==> config.mk <==
export PLATFORM = sky130hd
export DESIGN_NAME = mem_access_flat
export DESIGN_NICKNAME = d
export VERILOG_FILES = /design/src/rtl/mem_access_if.sv /design/src/rtl/mem_access.sv /design/src/flat_wrapper.sv
export SDC_FILE = /design/constraint.sdc
export NUM_CORES = 1
export LEC_CHECK = 0
export BUFFER_PORTS_ARGS = -buffer_cell sky130_fd_sc_hd__buf_2
export CAP_MARGIN = 20
export CELL_PAD_IN_SITES_DETAIL_PLACEMENT = 0
export CELL_PAD_IN_SITES_GLOBAL_PLACEMENT = 1
export CORE_MARGIN = 2
export CORE_UTILIZATION = 31
export CTS_CLUSTER_SIZE = 30
export DETAILED_ROUTE_END_ITERATION = 8
export GPL_TIMING_DRIVEN = 0
export PLACE_DENSITY_LB_ADDON = 0.1
export SKIP_CTS_REPAIR_TIMING = 1
export SYNTH_ARGS = -nofsm -noshare
export SYNTH_HDL_FRONTEND = slang
export SYNTH_SLANG_ARGS = --single-unit
export TNS_END_PERCENT = 50
==> constraint.sdc <==
create_clock -name clk -period 1.68 [get_ports clk]
set_input_delay 0.084 -clock clk [delete_from_list [all_inputs] [get_ports clk]]
set_output_delay 0.084 -clock clk [all_outputs]
set_load 0.05 [all_outputs]
==> src/rtl/mem_access_if.sv <==
// rtl/mem_access_if.sv - data-memory request/done bus between mem_access (master) and the memory (slave)
interface mem_access_if #(
  parameter int W = 16
);
  logic         mem_en;
  logic         mem_wr;
  logic [W-1:0] mem_addr;
  logic [W-1:0] mem_wdata;
  logic         mem_stall;
  logic         mem_done;
  logic [W-1:0] mem_rdata;

  modport master (
    output mem_en, mem_wr, mem_addr, mem_wdata,
    input  mem_stall, mem_done, mem_rdata
  );

  modport slave (
    input  mem_en, mem_wr, mem_addr, mem_wdata,
    output mem_stall, mem_done, mem_rdata
  );
endinterface

==> src/rtl/mem_access.sv <==
// rtl/mem_access.sv - memory-stage load/store controller with stall generation
// Optional WAIT watchdog enabled by defining MEM_ACCESS_TIMEOUT_EN.
module mem_access #(
  parameter int W       = 16,
  parameter int TIMEOUT = 64
) (
  input  logic         clk,
  input  logic         rst,
  input  logic         req_valid_in,
  input  logic         req_rd_in,
  input  logic         req_wr_in,
  input  logic         halt_in,
  input  logic [W-1:0] addr_in,
  input  logic [W-1:0] wdata_in,
  mem_access_if.master mem,
  output logic         stall_o,
  output logic         wait_o,
  output logic [W-1:0] ReadData_o,
  output logic         err
);

  typedef enum logic [1:0] {IDLE, REQ, WAIT, DONE} state_t;

  state_t       state;
  state_t       state_nxt;
  logic         lat_wr;
  logic [W-1:0] lat_addr;
  logic [W-1:0] lat_wdata;
  logic         access;
  logic         misaligned;
  logic         issue;
  logic         timeout;

  assign access     = req_valid_in & (req_rd_in | req_wr_in) & ~halt_in;
  assign misaligned = access & addr_in[0];
  assign issue      = (state == IDLE) & access & ~addr_in[0] & ~rst;

`ifdef MEM_ACCESS_TIMEOUT_EN
  localparam int CW = $clog2(TIMEOUT + 1);
  logic [CW-1:0] wait_cnt;

  // Held at zero outside WAIT so it always starts clean on entry.
  always_ff @(posedge clk) begin
    if (rst || state != WAIT) wait_cnt <= '0;
    else                      wait_cnt <= wait_cnt + 1'b1;
  end

  assign timeout = (state == WAIT) & ~mem.mem_done & (wait_cnt == CW'(TIMEOUT - 1));
`else
  assign timeout = 1'b0;
`endif

  always_comb begin
    state_nxt     = state;
    mem.mem_en    = 1'b0;
    mem.mem_wr    = 1'b0;
    mem.mem_addr  = '0;
    mem.mem_wdata = '0;
    stall_o       = 1'b0;
    if (!rst) begin
      case (state)
        IDLE: begin
          if (issue) begin
            mem.mem_en    = 1'b1;
            mem.mem_wr    = req_wr_in;
            mem.mem_addr  = addr_in;
            mem.mem_wdata = wdata_in;
            stall_o       = 1'b1;
            state_nxt     = mem.mem_stall ? REQ : WAIT;
          end
        end
        REQ: begin
          mem.mem_en    = 1'b1;
          mem.mem_wr    = lat_wr;
          mem.mem_addr  = lat_addr;
          mem.mem_wdata = lat_wdata;
          stall_o       = 1'b1;
          if (!mem.mem_stall) state_nxt = WAIT;
        end
        WAIT: begin
          stall_o = 1'b1;
          if (mem.mem_done || timeout) state_nxt = DONE;
        end
        // One unstalled cycle lets the pipeline retire the instruction without re-issuing it.
        DONE:    state_nxt = IDLE;
        default: state_nxt = IDLE;
      endcase
    end
  end

  assign wait_o = stall_o;

  always_ff @(posedge clk) begin
    if (rst) begin
      state      <= IDLE;
      lat_wr     <= 1'b0;
      lat_addr   <= '0;
      lat_wdata  <= '0;
      ReadData_o <= '0;
      err        <= 1'b0;
    end else begin
      state <= state_nxt;
      if (issue) begin
        lat_wr    <= req_wr_in;
        lat_addr  <= addr_in;
        lat_wdata <= wdata_in;
      end
      if (state == WAIT && mem.mem_done) begin
        if (!lat_wr) ReadData_o <= mem.mem_rdata;
      end else if (timeout) begin
        ReadData_o <= '0;
      end
      if ((state == IDLE && misaligned) || timeout) err <= 1'b1;
    end
  end

endmodule

==> src/flat_wrapper.sv <==
// flat-port wrapper written by rule: the top's interface ports become plain ports
module mem_access_flat 
#(
  parameter int W       = 16,
  parameter int TIMEOUT = 64
)
  (clk, rst, req_valid_in, req_rd_in, req_wr_in, halt_in, addr_in, wdata_in, stall_o, wait_o, ReadData_o, err, mem_mem_en, mem_mem_wr, mem_mem_addr, mem_mem_wdata, mem_mem_stall, mem_mem_done, mem_mem_rdata);
  mem_access_if #(.W(W)) mem_i ();
  input  logic clk;
  input  logic rst;
  input  logic req_valid_in;
  input  logic req_rd_in;
  input  logic req_wr_in;
  input  logic halt_in;
  input  logic [W-1:0] addr_in;
  input  logic [W-1:0] wdata_in;
  output logic stall_o;
  output logic wait_o;
  output logic [W-1:0] ReadData_o;
  output logic err;
  output wire logic [$bits(mem_i.mem_en)-1:0] mem_mem_en;
  output wire logic [$bits(mem_i.mem_wr)-1:0] mem_mem_wr;
  output wire logic [$bits(mem_i.mem_addr)-1:0] mem_mem_addr;
  output wire logic [$bits(mem_i.mem_wdata)-1:0] mem_mem_wdata;
  input wire logic [$bits(mem_i.mem_stall)-1:0] mem_mem_stall;
  input wire logic [$bits(mem_i.mem_done)-1:0] mem_mem_done;
  input wire logic [$bits(mem_i.mem_rdata)-1:0] mem_mem_rdata;
  assign mem_mem_en = mem_i.mem_en;
  assign mem_mem_wr = mem_i.mem_wr;
  assign mem_mem_addr = mem_i.mem_addr;
  assign mem_mem_wdata = mem_i.mem_wdata;
  assign mem_i.mem_stall = mem_mem_stall;
  assign mem_i.mem_done = mem_mem_done;
  assign mem_i.mem_rdata = mem_mem_rdata;
  mem_access #(.W(W), .TIMEOUT(TIMEOUT)) u_core (.clk(clk), .rst(rst), .req_valid_in(req_valid_in), .req_rd_in(req_rd_in), .req_wr_in(req_wr_in), .halt_in(halt_in), .addr_in(addr_in), .wdata_in(wdata_in), .mem(mem_i), .stall_o(stall_o), .wait_o(wait_o), .ReadData_o(ReadData_o), .err(err));
endmodule
Word-level counts from Yosys, hierarchy flattened
Index checks and enable logic that the tools add are counted.
{"block": "word_totals", "reg_bits": 52, "out_inout_bits": 53, "in_bits": 56, "wordCells": 48}
{"block": "op_classes", "eq_ne": 6, "bitwise_logic": 11, "mux": 19, "reduce_logical": 6}
{"cell": "2-to-1 mux 16 bit", "n": 4}
{"cell": "case mux 16 bit (2 select lines)", "n": 2}
{"cell": "2-to-1 mux 2 bit", "n": 4}
{"cell": "case mux 2 bit (4 select lines)", "n": 1}
{"cell": "AND 1 bit", "n": 6}
{"cell": "case mux 1 bit (2 select lines)", "n": 3}
{"cell": "2-to-1 mux 1 bit", "n": 5}
{"cell": "== test 2 bit (second input constant)", "n": 2}
{"cell": "!= test 2 bit (second input constant)", "n": 2}
{"cell": "inverter 1 bit", "n": 4}
{"cell": "AND reduction 3 bit", "n": 1}
{"cell": "== test 2 x 1 -> 1 bit (second input constant)", "n": 1}
{"cell": "logical AND 1 bit", "n": 2}
{"cell": "logical NOT 2 bit", "n": 1}
{"cell": "!= test 2 x 1 -> 1 bit (second input constant)", "n": 1}
{"cell": "AND reduction 2 bit", "n": 1}
{"cell": "OR reduction 2 bit", "n": 1}
{"cell": "OR 1 bit", "n": 1}

Longest topological paths before layout
{"block": "depth", "word_depth": 9, "mapped_depth": 8, "depth_no_buf": 6}

Worst setup path after synthesis
OpenSTA, ideal clock, no wires.
{"block": "synth_path", "path_type": "flip-flop to output port", "startpoint": "register u_core.state[0]", "endpoint": "output port wait_o", "path_stages_with_launch": 8, "n_path_buf": 2, "t_arrival_ns": 2.697, "slack_ns": -1.101, "t_required_ns": 1.596, "cell_sequence": "dfxtp_1 inv_1 ha_1 nor4b_4 buf_6 nor2_1 nor3_1 buf_4"}
{"block": "synth_between", "elab_chain_len": 7, "word_cells_on_any_way": 10, "classes_between": "2 x eq/ne; 3 x mux; 3 x bitwise; 2 x reduce/logical"}
{"element": "start, declared", "line_no": "mem_access.sv:24", "source": "state_t state;"}
{"element": "start signal, assigned", "line_no": "mem_access.sv:102", "source": "state <= state_nxt;"}
{"element": "logical NOT 2 bit", "line_no": "mem_access.sv:36, mem_access.sv:61"}
{"element": "AND 1 bit (3 in series)", "line_no": "mem_access.sv:36", "source": "assign issue = (state == IDLE) & access & ~addr_in[0] & ~rst;"}
{"element": "2-to-1 mux 1 bit", "line_no": "mem_access.sv:63", "source": "if (issue) begin"}
{"element": "case mux 1 bit (2 select lines) *", "line_no": "mem_access.sv:61", "source": "case (state)"}
{"element": "2-to-1 mux 1 bit *", "line_no": "mem_access.sv:60", "source": "if (!rst) begin"}
{"element": "end, declared", "line_no": "flat_wrapper.sv:18", "source": "output logic wait_o;"}
Mark *: on every way between the ends. The rest lies on a longest branch, timed or not.

Worst setup path in the final report
{"block": "layout_path", "startpoint": "register u_core.state[1]", "endpoint": "output port mem_mem_wdata[5]"}
{"block": "layout_between", "elab_chain_len": 7, "word_cells_on_any_way": 8, "classes_between": "1 x eq/ne; 3 x mux; 3 x bitwise; 1 x reduce/logical"}
{"element": "logical NOT 2 bit", "line_no": "mem_access.sv:36, mem_access.sv:61"}
{"element": "AND 1 bit (3 in series)", "line_no": "mem_access.sv:36"}
{"element": "2-to-1 mux 16 bit", "line_no": "mem_access.sv:63"}
{"element": "case mux 16 bit (2 select lines) *", "line_no": "mem_access.sv:61"}
{"element": "2-to-1 mux 16 bit *", "line_no": "mem_access.sv:60"}
{"element": "end, declared", "line_no": "flat_wrapper.sv:24", "source": "output wire logic [$bits(mem_i.mem_wdata)-1:0] mem_mem_wdata;"}
Marked as above.

==> results_dict.tcl <==
set metrics [dict create \
    yosys.cell_types.count 23 \
    dr.first_iter.drc_count 62 \
    floorplan.die.height_um 90.58 \
    insertedDiodeCount 0 \
    crit_path_top_delay_cell "dfxtp_2" \
    fill_cells 765 \
    vdd_drop_max_mv 0.5810 \
    timing.critical_path.fanout_max 10 \
    number_of_global_route_vias_before_repair 2301 \
    fin_util_pct 50.70 \
    design_area_um2 3677 \
    synth-seq-area-share_pct 44.80 \
    initial_core_util_pct 32.03 \
    post-synth-top-area-fraction_pct 44.80 \
    clk_pin_slew_worst_paths_ps 100 \
    placement.io_buffers 107 \
    maxCapViolations 0 \
    max-clock-path-buffers 2 \
    avgSynthCellArea_um2 7.216 \
    ff2ff_setup_slack_ps 90 \
    dp.cells 528 \
    drtPass1Iterations 4 \
    nature_of_the_critical_path_endpoint "output pin" \
    post-synth-top-area-cell "dfxtp_1" \
    grt_max_degree 17 \
    layout-area-overhead-vs-synth_pct 58.27 \
    hold_viol_final 0 \
    final.setup.worst_slack_ps -254.5 \
    layoutNonFillerInstCount 539 \
    worst_hold_path.num_cells 3 \
    violations "setup timing" \
    fp.coreArea_um2 7253 \
    dp_hpwl_um 4893 \
    run_status "finished, violations left" \
    cts.htree.levels 2 \
    synth_nets 383 \
    tritoncts_clock_tree "yes" \
    ys_warn_count 0 \
    clock_latency_ps 300 \
    rsz0062_at_grt "yes" \
    critical-path-top-cell-by-count "buf_6" \
    min_to "u_core.ReadData_o[8]$_SDFFE_PP0P_" \
    leakagePower_nw 1.406 \
    critPathArrivalTime_ps 1850 \
    wl_per_cell_um 12.56 \
    pre_cts_ws_ps -411.6 \
    worst_hold_path_class "in -> reg" \
    min_from "mem_mem_rdata[8]" \
    required_time_of_the_critical_path_ps 1600 \
    drt-vias-per-instance 4.629 \
    slew_headroom_pct 29.09 \
    standard_cell_rows 31 \
    synth_top_cells_by_area "dfxtp_1 (45%), nand2_1 (21%), a21oi_1 (18%)" \
    cts_root_buffer "clkbuf_8" \
    timing_worst_setup_path_type "reg -> out" \
    crit-reg2reg-capture "u_core.lat_wdata[3]$_SDFFE_PP0N_" \
    cts_buffers 5 \
    synth_cells 322 \
    power.total_mw 3.738 \
    die-area_um2 8204 \
    post_route_cells_drive_above_1_share_pct 42.05 \
    finish.net_count 500 \
    crit_path_max_incr_delay_ps 350 \
    rr_worst_depth 7 \
    synth_area_um2 2323 \
    power_per_cell_area_nw_per_um2 1016 \
    clock-skew-final_ps 11.19 \
    global_route.overflow_total 0 \
    antenna_violating_nets_post_route 0 \
    critical_path.cell_chain "inv_4, ha_4, nor4b_4, buf_6, buf_8, nand2_1, a21oi_2, buf_6" \
    drt_wl_total_um 6770 \
    gpl.final_weighted_congestion 0.7165 \
    startpoint_type_of_the_worst_setup_path "flip-flop" \
    maxSlewViolCount 0 \
    final_period_minus_worst_setup_slack_ps 1935 \
    die_w_um 90.58 \
    antenna_violations_before_repair 0 \
    design.portCount 109 \
    drcViolationCount 0 \
    setup_tns_ps -7553 \
    max_freq_ghz 0.5169 \
    tightest_slew_ps 1064 \
    cts.sinks 52 \
    placed_cell_area_um2 3242 \
    report.final.setup_viol 35 \
    grt_first_pass_wirelength_um 11010 \
    dr_total_vias 2495 \
    globalRouteTotalUtil_pct 16.31 \
    timing.rr.start "u_core.state[1]$_SDFFE_PP0P_" \
    post-route-period-util_pct 115.1 \
    hold-worst-slack_ps 9.423 \
    yosys_register_bits 52 \
]
## per-layer routing
metal / vias to the layer above / track usage [%] / routed length [µm]
met5: - / 0 / 0
met4: 0 / 3.077 / 40
met3: 4 / 4.925 / 468
met2: 69 / 27.18 / 3214
met1: 1135 / 21.01 / 3046
li1: 1287 / - / -
## final cells by class
cell class	instances	area (µm²)	share of cell area [%]
multi-input cells	242	1425	38.75
flip-flops and latches	52	1044	28.38
repair buffers	112	815.8	22.18
plain buffers	23	163.9	4.457
well taps	99	123.9	3.368
clock buffers	6	72.57	1.973
clock inverters	2	16.27	0.4423
inverters	3	16.27	0.4423
## kinds of logic after synthesis
family	after synthesis	share of synthesized area [%]
simple gates	148	26.39
compound gates	89	19.44
flops	52	44.80
buf+inv	28	6.677
fa+ha+maj	5	2.693
## how the worst max path moves through the flow
| stage | startpoint | to | depth (start not counted) |
|---|---|---|---|
| finish | u_core.state[1]$_SDFFE_PP0P_ | mem_mem_wdata[5] | 8 |
| global route | u_core.state[1]$_SDFFE_PP0P_ | mem_mem_wdata[0] | 8 |
| CTS | u_core.state[1]$_SDFFE_PP0P_ | mem_mem_addr[12] | 7 |
| detailed placement | u_core.state[1]$_SDFFE_PP0P_ | mem_mem_addr[12] | 7 |
| global placement | u_core.state[1]$_SDFFE_PP0P_ | mem_mem_wdata[14] | 7 |
| floorplan | u_core.state[1]$_SDFFE_PP0P_ | wait_o | 7 |
## Yosys cell counts (all sizes together)
library cell	n
a21o	1
a21oi	84
a31oi	1
and3b	1
buf	8
clkbuf	17
dfxtp	52
ha	5
inv	3
nand2	129
nand2b	1
nand3	1
nor2	8
nor2b	1
nor3	2
nor3b	2
nor4b	1
o21ai	2
o31ai	1
or2	1
or4b	1
## power by group
part	internal, mW	leakage, nW	switching, mW
registers	1.34	0.422	0.0724
logic	0.590	0.943	1.01
clock network	0.298	0.0414	0.420
total	2.23	1.41	1.51
## cell usage in the layout (no fill, tap or decap), types with 2 or more instances in the layout
cell type / instances
nand2_1: 119
buf_2: 75
a21oi_1: 53
dfxtp_1: 50
buf_6: 36
a21oi_2: 16
a21oi_4: 15
clkbuf_1: 10
nand2_2: 10
nor2_1: 6
buf_8: 5
clkbuf_8: 5
buf_4: 4
ha_1: 3
inv_4: 2
clkbuf_2: 2
clkbuf_4: 2
nor2_4: 2
nor3b_1: 2
o21ai_0: 2
dfxtp_2: 2
## critical path: cells and delay by family, from the launching register on
kind	cells	cell delay, ps
buffers and inverters	4	600
flip-flops	1	350
AND/OR/NAND/NOR	2	290
AO/OA/AOI/OAI	1	160
adder cells (fa/ha/maj)	1	140
## sequential cells by signal, summed over array words and instances, names as in the netlist
register / cells
u_core.err: 1
u_core.state: 2
u_core.lat_addr: 16
u_core.lat_wdata: 16
u_core.lat_wr: 1
u_core.ReadData_o: 16
(Power assumes the default switching activity.)
